**config.mk**
```make
export PLATFORM = sky130hd
export DESIGN_NAME = spi_access_arbiter
export DESIGN_NICKNAME = d
export VERILOG_FILES = /design/src/rtl/spi_access_arbiter.sv
export SDC_FILE = /design/constraint.sdc
export NUM_CORES = 1
export LEC_CHECK = 0
export CORE_ASPECT_RATIO = 0.7
export CORE_UTILIZATION = 39
export CTS_BUF_LIST = sky130_fd_sc_hd__clkbuf_8
export CTS_CLUSTER_DIAMETER = 60
export DETAILED_ROUTE_END_ITERATION = 12
export HOLD_SLACK_MARGIN = 0.08
export PLACE_DENSITY_LB_ADDON = 0.3
export SLEW_MARGIN = 5
export SYNTH_ARGS = -nofsm -noshare
export SYNTH_HDL_FRONTEND = slang
export SYNTH_SLANG_ARGS = --single-unit
```
**constraint.sdc**
```tcl
create_clock -name sys_clk -period 1.7 [get_ports sys_clk]
set_input_delay 0.34 -clock sys_clk [delete_from_list [all_inputs] [get_ports sys_clk]]
set_output_delay 0.34 -clock sys_clk [all_outputs]
set_load 0.1 [all_outputs]
```
**src/rtl/spi_access_arbiter.sv**
```systemverilog
// spi_access_arbiter: round-robin arbiter between two register-access
// requesters and one spi_master. Grants one transaction at a time, issues a
// single wr/rd command pulse, tracks spi_busy to completion (with a timeout on
// busy rising), returns status/read data, then holds off for an idle gap.
//
// Ports:
//   sys_clk, sys_rst        clock, synchronous active-high reset
//   req_valid/req_rd[1:0]   per-requester request and type (1 = read)
//   req_wdata[2*MOSI_W]     per-requester word, requester i at [i*MOSI_W +: MOSI_W]
//   req_ready/done/err[1:0] accept pulse, completion pulse, timeout flag
//   req_rdata[MISO_W]       last captured read data
//   spi_wr_cmd/spi_rd_cmd   command pulses to spi_master
//   mosi_data[MOSI_W]       latched word for spi_master
//   spi_busy, miso_data     spi_master status and read data
module spi_access_arbiter #(
    parameter int unsigned MOSI_W       = 32,
    parameter int unsigned MISO_W       = 8,
    parameter int unsigned GAP_CYCLES   = 16,
    parameter int unsigned BUSY_TIMEOUT = 64
) (
    input  logic                  sys_clk,
    input  logic                  sys_rst,
    input  logic [1:0]            req_valid,
    input  logic [1:0]            req_rd,
    input  logic [2*MOSI_W-1:0]   req_wdata,
    output logic [1:0]            req_ready,
    output logic [1:0]            req_done,
    output logic [1:0]            req_err,
    output logic [MISO_W-1:0]     req_rdata,
    output logic                  spi_wr_cmd,
    output logic                  spi_rd_cmd,
    output logic [MOSI_W-1:0]     mosi_data,
    input  logic                  spi_busy,
    input  logic [MISO_W-1:0]     miso_data
);

    // Counters hold at most BUSY_TIMEOUT-1 and GAP_CYCLES-1.
    localparam int unsigned TO_W  = (BUSY_TIMEOUT > 1) ? $clog2(BUSY_TIMEOUT) : 1;
    localparam int unsigned GAP_W = (GAP_CYCLES > 1) ? $clog2(GAP_CYCLES) : 1;

    typedef enum logic [2:0] {
        IDLE    = 3'd0,
        ISSUE   = 3'd1,
        WAIT_HI = 3'd2,
        WAIT_LO = 3'd3,
        DONE    = 3'd4,
        GAP     = 3'd5
    } state_e;

    state_e              state_q, state_d;
    logic                gnt_q, gnt_d;
    logic                rd_q, rd_d;
    logic                err_q, err_d;
    logic                rr_ptr_q, rr_ptr_d;
    logic [TO_W-1:0]     to_cnt_q, to_cnt_d;
    logic [GAP_W-1:0]    gap_cnt_q, gap_cnt_d;
    logic [MOSI_W-1:0]   mosi_q, mosi_d;
    logic [MISO_W-1:0]   rdata_q, rdata_d;
    logic [1:0]          ready_q, ready_d;
    logic [1:0]          done_q, done_d;
    logic [1:0]          err_out_q, err_out_d;
    logic                wr_cmd_q, wr_cmd_d;
    logic                rd_cmd_q, rd_cmd_d;

    // State and datapath registers.
    always_ff @(posedge sys_clk) begin
        if (sys_rst) begin
            state_q   <= IDLE;
            gnt_q     <= 1'b0;
            rd_q      <= 1'b0;
            err_q     <= 1'b0;
            rr_ptr_q  <= 1'b0;
            to_cnt_q  <= '0;
            gap_cnt_q <= '0;
            mosi_q    <= '0;
            rdata_q   <= '0;
            ready_q   <= '0;
            done_q    <= '0;
            err_out_q <= '0;
            wr_cmd_q  <= 1'b0;
            rd_cmd_q  <= 1'b0;
        end else begin
            state_q   <= state_d;
            gnt_q     <= gnt_d;
            rd_q      <= rd_d;
            err_q     <= err_d;
            rr_ptr_q  <= rr_ptr_d;
            to_cnt_q  <= to_cnt_d;
            gap_cnt_q <= gap_cnt_d;
            mosi_q    <= mosi_d;
            rdata_q   <= rdata_d;
            ready_q   <= ready_d;
            done_q    <= done_d;
            err_out_q <= err_out_d;
            wr_cmd_q  <= wr_cmd_d;
            rd_cmd_q  <= rd_cmd_d;
        end
    end

    // Next-state and datapath update.
    always_comb begin
        state_d   = state_q;
        gnt_d     = gnt_q;
        rd_d      = rd_q;
        err_d     = err_q;
        rr_ptr_d  = rr_ptr_q;
        to_cnt_d  = to_cnt_q;
        gap_cnt_d = gap_cnt_q;
        mosi_d    = mosi_q;
        rdata_d   = rdata_q;

        case (state_q)
            IDLE: begin
                if (!spi_busy && (req_valid != 2'b00)) begin
                    // Pointer holder wins if valid, otherwise the other side.
                    gnt_d   = req_valid[rr_ptr_q] ? rr_ptr_q : ~rr_ptr_q;
                    rd_d    = req_rd[gnt_d];
                    mosi_d  = gnt_d ? req_wdata[MOSI_W +: MOSI_W] : req_wdata[0 +: MOSI_W];
                    state_d = ISSUE;
                end
            end
            ISSUE: begin
                to_cnt_d = '0;
                err_d    = 1'b0;
                state_d  = WAIT_HI;
            end
            WAIT_HI: begin
                // Busy rising is checked first so it beats a coincident timeout.
                if (spi_busy) begin
                    state_d = WAIT_LO;
                end else if (to_cnt_q == TO_W'(BUSY_TIMEOUT - 1)) begin
                    err_d   = 1'b1;
                    state_d = DONE;
                end else begin
                    to_cnt_d = to_cnt_q + TO_W'(1);
                end
            end
            WAIT_LO: begin
                if (!spi_busy) begin
                    if (rd_q) begin
                        rdata_d = miso_data;
                    end
                    state_d = DONE;
                end
            end
            DONE: begin
                rr_ptr_d  = ~gnt_q;
                gap_cnt_d = GAP_W'(GAP_CYCLES - 1);
                state_d   = GAP;
            end
            GAP: begin
                if (gap_cnt_q == '0) begin
                    state_d = IDLE;
                end else begin
                    gap_cnt_d = gap_cnt_q - GAP_W'(1);
                end
            end
            default: state_d = IDLE;
        endcase
    end

    // Output decode from the next state so pulses line up with ISSUE/DONE.
    always_comb begin
        ready_d   = '0;
        done_d    = '0;
        err_out_d = '0;
        wr_cmd_d  = 1'b0;
        rd_cmd_d  = 1'b0;
        if (state_d == ISSUE) begin
            ready_d  = {gnt_d, ~gnt_d};
            wr_cmd_d = ~rd_d;
            rd_cmd_d = rd_d;
        end
        if (state_d == DONE) begin
            done_d    = {gnt_d, ~gnt_d};
            err_out_d = err_d ? {gnt_d, ~gnt_d} : 2'b00;
        end
    end

    assign req_ready  = ready_q;
    assign req_done   = done_q;
    assign req_err    = err_out_q;
    assign req_rdata  = rdata_q;
    assign spi_wr_cmd = wr_cmd_q;
    assign spi_rd_cmd = rd_cmd_q;
    assign mosi_data  = mosi_q;

endmodule

```
Word-level counts from Yosys, hierarchy flattened
Index checks and enable logic that the tools add are counted.

Bits in registers: 65. Bits in latches: 0. RAM bits: 0. Memory bits (read-only): 0. Output and inout port bits: 48. Memories: 0.

Add/subtract/negate cells: 2. Multipliers: 0. Div/mod/pow operators: 0. Magnitude comparators: 2. Equal/unequal tests: 11. Shift-type cells: 0. Multiplexer cells: 24. Bitwise gates (word level): 8. Reduce and logical (&&, ||, !) cells: 14.

Operator list (number): 32-bit two-way mux (1); 3-bit one-hot mux with 6 select lines (1); 3-bit two-way mux (5); 6-bit two-way mux (2); 6-bit one-hot mux with 2 select lines (1); 1-bit two-way mux (11); 3-bit == test, second input constant (3); 1-bit inverter (8); 4-bit one-hot mux with 2 select lines (1); 6-bit by 1-bit adder with 6-bit output, second input constant (1); 3-bit by 1-bit == test with 1-bit output, second input constant (2); 3-bit by 2-bit == test with 1-bit output, second input constant (2); 6-bit == test, second input constant (1); 2-bit != test, second input constant (3); 3-bit AND reduction (2); 2-bit nonzero test (3); 4-bit logical NOT (1); 1-bit by 2-bit less-than comparator with 1-bit output, second input constant (2); 4-bit two-way mux (1); 2-bit AND reduction (2); 2-bit OR reduction (2); 4-bit by 1-bit subtractor with 4-bit output, second input constant (1); 3-bit logical NOT (1); 3-bit OR reduction (1); other kinds (3) (3).

Depth between registers and ports, before layout
Gate-level depths: netlist of the first run.

Word-level depth: 8. Gate-level depth with buffers: 6.

Least setup slack after synthesis of the first run
Ideal clock, no wire load.

Path kind: register to register. From: register to_cnt_q[0]. To: register to_cnt_q[5]. Data arrival time: 1736 ps. Setup slack: -107 ps. Cell stages (with the launch flop): 6. Buffers on the path: 0. Period minus slack after synthesis: 1807 ps. Path through: dfxtp_1 -> ha_1 -> and3_1 -> a311o_1 -> a2111oi_2 -> mux2i_1.

Longest elaborated chain between the ends: 4. Elaborated cells between the ends (all ways): 7. Classes of those cells: add/sub (1); eq/ne (2); mux (3); reduce/logical (1).

Ends and longest elaborated chain: start, declared (line 55) `logic [TO_W-1:0] to_cnt_q, to_cnt_d;`; start signal, assigned (line 88) `to_cnt_q <= to_cnt_d;`; 6-bit by 1-bit adder with 6-bit output (line 135) `to_cnt_d = to_cnt_q + TO_W'(1);`; 6-bit two-way mux (line 131) `end else if (to_cnt_q == TO_W'(BUSY_TIMEOUT - 1)) begin`; 6-bit two-way mux (line 129) `if (spi_busy) begin`; 6-bit one-hot mux with 2 select lines (line 112) `case (state_q)`.

Parallel ways exist; a longest one is shown, timed or not. The select of a mux whose other input is x is not followed. A chain may end at the register's enable or synchronous reset.

Worst setup path in the final report of the first run
Ends and elaborated chain as after synthesis.

==> results.cfg, run 1 <==
[drt]
vias = 2836
first_iter_violations = 108
first_pass_iters = 4
wl_met1_um = 3570
top_layer_used = met4
route.met3.wl_um = 611
drt-total-wl_um = 8620
wl_per_cell_um = 16.0
vias_per_cell = 5.25
dr_wl_met2_um = 4350
ant_nets = 0
drc = 0

[sta]
max_freq_mhz = 586
setup_violations = 1
slew_headroom = 0.745
rsz0062_at_grt = yes
worst_slew_pin_slew_ns = 0.382
fin_worst_skew_ns = 0.0113
min_period_over_period = 1.00
min_period_ns = 1.71
slew_violations = 0
hold_violations = 0
setup_ws_ns = -0.00554
holdWs_ns = 0.384

[final_layout]
nFillCells = 448
final_area_um2 = 5230
n_antenna_cell = 0
drive_gt1_frac = 0.260
nNetsFinal = 522
area_growth_pct = 85.1

[yosys]
synth_top_flop_cell = dfxtp_1
synth_warnings = 0
synthCells = 297
synth_edf_count = 0
synthesis.nets = 378
netlist-cell-type-count = 39
async_flop_share = 0
synth.yosys.seq_area_share = 0.460
syn-cell-area_um2 = 2830
syn_avg_cell_area_um2 = 9.52
ys_seq_elements = 65

[worst_setup_path]
cp-start-kind = register
critPathRequiredTime_ns = 1.97
endpoint_kind = register
ff2ff_setup_slack_ns = -0.006
cp_max_fo = 4
arrival_ns = 1.97
path_class = register to register

[floorplanning]
pin_count = 127
fp.dieH_um = 73.2
coreArea_um2 = 6880
num_rows = 25
die_area_um2 = 7600
initial_core_util = 0.411
die_w_um = 104

[placed_design]
dpl.hpwl_um = 6120
postPlaceCellArea_um2 = 4790
place_ws_ns = -0.422
place.gp.congestion = 0.815
port_buffers = 126

[clocking]
ctsHoldBuffers = 0
clk_pin_slew_worst_paths_ns = 0.08
cts-root-buf = clkbuf_8
cts_tree = yes
htree_levels = 3
cts_buffer_depth = 2
clock_sinks = 65
cts_buffers = 9
worst_skew_pair.late_latency_ns = 0.34

[worst_hold_path]
min_path_type = input pin to register

[global_routing]
grt_max_degree = 36
grt_first_pass_wirelength_um = 13200
gr-total-overflow = 0
grt_pass1_vias = 2783
antenna_found_initial = 0
gr-usage-all-layers = 0.221

[power]
power.density_nw_per_um2 = 948
ir_worst_vdd_mv = 0.610
leakage_uw = 0.00205
power.total_uw = 4960

[job]
max_cap_viol_count = 0

[outcome]
violations = negative setup slack
run_status = finished, violations left
## worst max-delay path: stages (launching register included)
cell and delay (ns):
dfxtp_2 0.34, ha_4 0.16, and3_4 0.19, a311o_1 0.35, a2111oi_4 0.38, mux2i_1 0.21
## synth_stat cells (2+ instances only)
cell       n  area share
dfxtp_1   65        0.46
nor2_1    51       0.068
mux2i_1   46        0.16
a211oi_1  38        0.10
clkbuf_1  10       0.013
nand2_1   10       0.013
buf_2      8       0.014
and3_1     6       0.013
inv_1      6      0.0080
nand3_1    5      0.0089
nor3_1     5      0.0089
nand2b_1   4      0.0089
or3_1      4      0.0089
a21oi_1    3      0.0053
nor2b_1    3      0.0066
o21ai_0    3      0.0053
a22oi_1    2      0.0053
a31oi_1    2      0.0044
buf_4      2      0.0053
ha_1       2      0.0089
nor3b_1    2      0.0053
nor4b_1    2      0.0062
o311a_1    2      0.0071
## sequential cells by signal, summed over array words and instances (netlist names)
register / flops
rr_ptr_q: 1
gnt_q: 1
spi_wr_cmd: 1
req_err: 2
spi_rd_cmd: 1
mosi_data: 32
rd_q: 1
req_done: 2
to_cnt_q: 6
req_ready: 2
req_rdata: 8
state_q: 3
gap_cnt_q: 4
err_q: 1
## timing repair
item | in CTS | in global routing
gates resized for setup | 3 | 24
endpoints found under the hold margin | 0 | 0
setup endpoints to repair | 37 | 47
setup buffers | 3 | 2
cloned | 1 | 1
pin swaps | 1 | 2
## cell type report
| cell class | count | area, um^2 | share of cell area |
|---|---|---|---|
| Multi-Input combinational cell | 205 | 1520 | 0.290 |
| Tap cell | 94 | 118 | 0.0225 |
| Clock buffer | 10 | 138 | 0.0263 |
| Sequential cell | 65 | 1310 | 0.249 |
| Clock inverter | 6 | 91.3 | 0.0175 |
| Timing Repair Buffer | 154 | 2040 | 0.390 |
| Inverter | 6 | 22.5 | 0.00430 |
## layer usage
layer,vias up,GRT usage
li1,1367,-
met1,1364,0.255
met2,97,0.386
met3,8,0.0786
met4,0,0.0794
met5,-,0
## cell usage in the layout (no fill, tap or decap), types with 4 or more instances in the layout
cell and instances:
or3_1 4, clkbuf_8 10, dfxtp_1 62, clkdlybuf4s50_1 76, buf_12 52, inv_1 6
nand2_1 10, buf_4 21, and3_1 5, mux2i_1 45, a211oi_2 8, nor3_1 5
a211oi_1 30, nor2_1 51, nand3_1 5
## per-stage QoR
stage | util | std cells | TNS, ns
3_5_place_dp | 0.696 | 517 | -17.50
2_1_floorplan | - | 297 | 0
3_3_place_gp | 0.696 | 517 | -14.77
6_report | 0.760 | 540 | -0.00554
5_1_grt | 0.760 | 540 | -0.0651
4_1_cts | 0.739 | 537 | 0
## kinds of logic after synthesis
family                   Yosys count  synth area share
adder cells (fa/ha/maj)            2           0.00885
AO/OA/AOI/OAI                     59             0.157
AND/OR/NAND/NOR                   97             0.165
flip-flops                        65             0.460
buffers and inverters             27            0.0421
multiplexers                      47             0.167
## final timing paths
path,start,to,cells past startpoint
max,to_cnt_q[0],to_cnt_q[5],5
min,sys_rst,req_rdata[2],2
max reg2reg,to_cnt_q[0],to_cnt_q[5],5
min reg2reg,gap_cnt_q[0],gap_cnt_q[0],1
## power by group
group / leakage, uW / internal (uW) / switching (uW)
Clock: 0.000105 / 868 / 622
Sequential: 0.000533 / 1630 / 117
Combinational: 0.00141 / 724 / 1000
Total: 0.00205 / 3220 / 1740
Power figures use the tool's default switching activity.
==> run 2, diff against run 1 <==
--- a/config.mk
+++ b/config.mk
@@ -5,11 +5,14 @@
 export SDC_FILE = /design/constraint.sdc
 export NUM_CORES = 1
 export LEC_CHECK = 0
+export CELL_PAD_IN_SITES_DETAIL_PLACEMENT = 0
+export CELL_PAD_IN_SITES_GLOBAL_PLACEMENT = 1
 export CORE_ASPECT_RATIO = 0.7
-export CORE_UTILIZATION = 39
+export CORE_UTILIZATION = 34
 export CTS_BUF_LIST = sky130_fd_sc_hd__clkbuf_8
 export CTS_CLUSTER_DIAMETER = 60
 export DETAILED_ROUTE_END_ITERATION = 12
+export GPL_ROUTABILITY_DRIVEN = 0
 export HOLD_SLACK_MARGIN = 0.08
 export PLACE_DENSITY_LB_ADDON = 0.3
 export SLEW_MARGIN = 5
==> constraint.sdc (replaced) <==
create_clock -name sys_clk -period 2.1 [get_ports sys_clk]
set_input_delay 0.42 -clock sys_clk [delete_from_list [all_inputs] [get_ports sys_clk]]
set_output_delay 0.42 -clock sys_clk [all_outputs]
set_load 0.1 [all_outputs]
==> run 2 against run 1 <==
Effect of this change:
- first-iteration DRC count grew 34%
- routed wire length down 15%
- via count decreased by 7.8%
- sequential power down 21%
- sequential share of layout area is 4.3 points higher
- the flow finishes with violations (design-rule violations)
- worst setup slack better by 0.13 ns
==> results.cfg, run 2 (synthesized netlist as in run 1, its figures left out) <==
[outcome]
run_status = finished, violations left
violations = design-rule violations

[job]
max_cap_viol_count = 0

[clocking]
cts_buffers = 9
htree_levels = 3
cts_tree = yes
post_cts_buffers = 0
ctsHoldBuffers = 0
clock_sinks = 65
clk_pin_slew_worst_paths_ns = 0.07
cts_buffer_depth = 2
post_cts_resized = 0
cts-root-buf = clkbuf_8
worst_skew_pair.late_latency_ns = 0.34

[global_routing]
grt_max_degree = 29
grt_pass1_vias = 2457
grt_first_pass_wirelength_um = 11600
gr-total-overflow = 0
antenna_found_initial = 0
gr-usage-all-layers = 0.172

[drt]
first_iter_violations = 145
wl_per_cell_um = 13.6
ant_nets = 0
drt-total-wl_um = 7300
vias_per_cell = 4.87
drc = 12
first_pass_iters = 8
vias = 2614

[final_layout]
n_antenna_cell = 0
final_util = 0.559
nNetsFinal = 512
drive_gt1_frac = 0.200
final_common_cell = clkdlybuf4s50_1
final_cell_mix = clkdlybuf4s50_1 (77), dfxtp_1 (65), buf_4 (61)
multi_input_area_um2 = 1420
fin_cells = 537
regArea_um2 = 1300
largest_reg_flops = 32
area_growth_pct = 57.6
nFillCells = 743

[sta]
setup_ws_ns = 0.125
setup_violations = 0
timing.setup.tns_ns = 0
fin_worst_skew_ns = 0.00622
min_period_ns = 1.97
slew_violations = 0
max_freq_mhz = 506
hold_violations = 0
rsz0062_at_grt = no
slew_headroom = 0.641
worst_slew_pin_slew_ns = 0.533
min_period_over_period = 0.940

[floorplanning]
fp.dieH_um = 78.3
coreArea_um2 = 7970
die_w_um = 111
pin_count = 127
initial_core_util = 0.355
num_rows = 27
die_area_um2 = 8690

[worst_setup_path]
arrival_ns = 2.25
cpPeakStageDelay_ns = 0.42
reg2reg_from = to_cnt_q[0]
critical-path-slowest-cell = a311o_1
worstReg2RegEnd = to_cnt_q[5]
path_delay_family = compound AO/OA/AOI/OAI gates
worst-path-buf-inv = 0
cp-start-kind = register
critPathRequiredTime_ns = 2.37
endpoint_kind = register
ff2ff_setup_slack_ns = 0.13
worstPathCellList = ha_1 -> and3_1 -> a311o_1 -> a2111oi_2 -> mux2i_1
cp_max_fo = 5
path_class = register to register
r2r_cells = 5

[power]
leakage_uw = 0.00183
power.density_nw_per_um2 = 861
ir_worst_vdd_mv = 0.291

[placed_design]
place_ws_ns = -0.0921
dpl.hpwl_um = 5580
port_buffers = 126
placedCellCount = 521

[worst_hold_path]
hold_depth = 2
hold_start = sys_rst
min_path_type = input pin to register
hold_end = gnt_q
## run 2: cell type report
cell class | count | area share
clock inverters | 6 | 0.0256
repair buffers | 144 | 0.299
flip-flops and latches | 65 | 0.292
multi-input cells | 205 | 0.319
inverters | 6 | 0.00506
well taps | 101 | 0.0284
clock buffers | 10 | 0.0309
## run 2: per-stage QoR
stage	power (uW)	area [um^2]	hold slack, ns
after CTS	3880	4450	0.475
final	3840	4450	0.482
after detailed placement	2550	4200	0.486
after floorplan	2170	2830	0.447
after global routing	4000	4450	0.491
after global placement	2540	4200	0.475
## run 2: per-layer routing
| layer | wire length [um] | GRT usage | up-vias |
|---|---|---|---|
| li1 | - | - | 1350 |
| met1 | 3440 | 0.214 | 1171 |
| met2 | 3080 | 0.263 | 84 |
| met3 | 682 | 0.0764 | 9 |
| met4 | 97 | 0.0616 | 0 |
| met5 | 0 | 0 | - |
## run 2: worst reg2reg max path: cells and delay by family, from the launching register on
| family | cells | cell delay [ns] |
|---|---|---|
| and+or+nand+nor | 1 | 0.25 |
| muxes | 1 | 0.21 |
| adders and majority gates | 1 | 0.25 |
| AOI/OAI and AO/OA | 2 | 0.84 |
| DFF | 1 | 0.35 |
## run 2: worst max path at each step
stage	end	startpoint	slack (ns)	depth (start not counted)
final	to_cnt_q[5]	to_cnt_q[0]	0.13	5
after global routing	to_cnt_q[5]	to_cnt_q[0]	0.03	5
after CTS	to_cnt_q[5]	to_cnt_q[0]	0.14	5
after detailed placement	to_cnt_q[5]	spi_busy	-0.09	5
after global placement	to_cnt_q[5]	spi_busy	-0.06	5
after floorplan	to_cnt_q[5]	to_cnt_q[0]	0.29	5
## run 2: where the power goes
group	internal [uW]	switching (uW)
logic	382	765
clock network	824	490
registers	1320	56.7
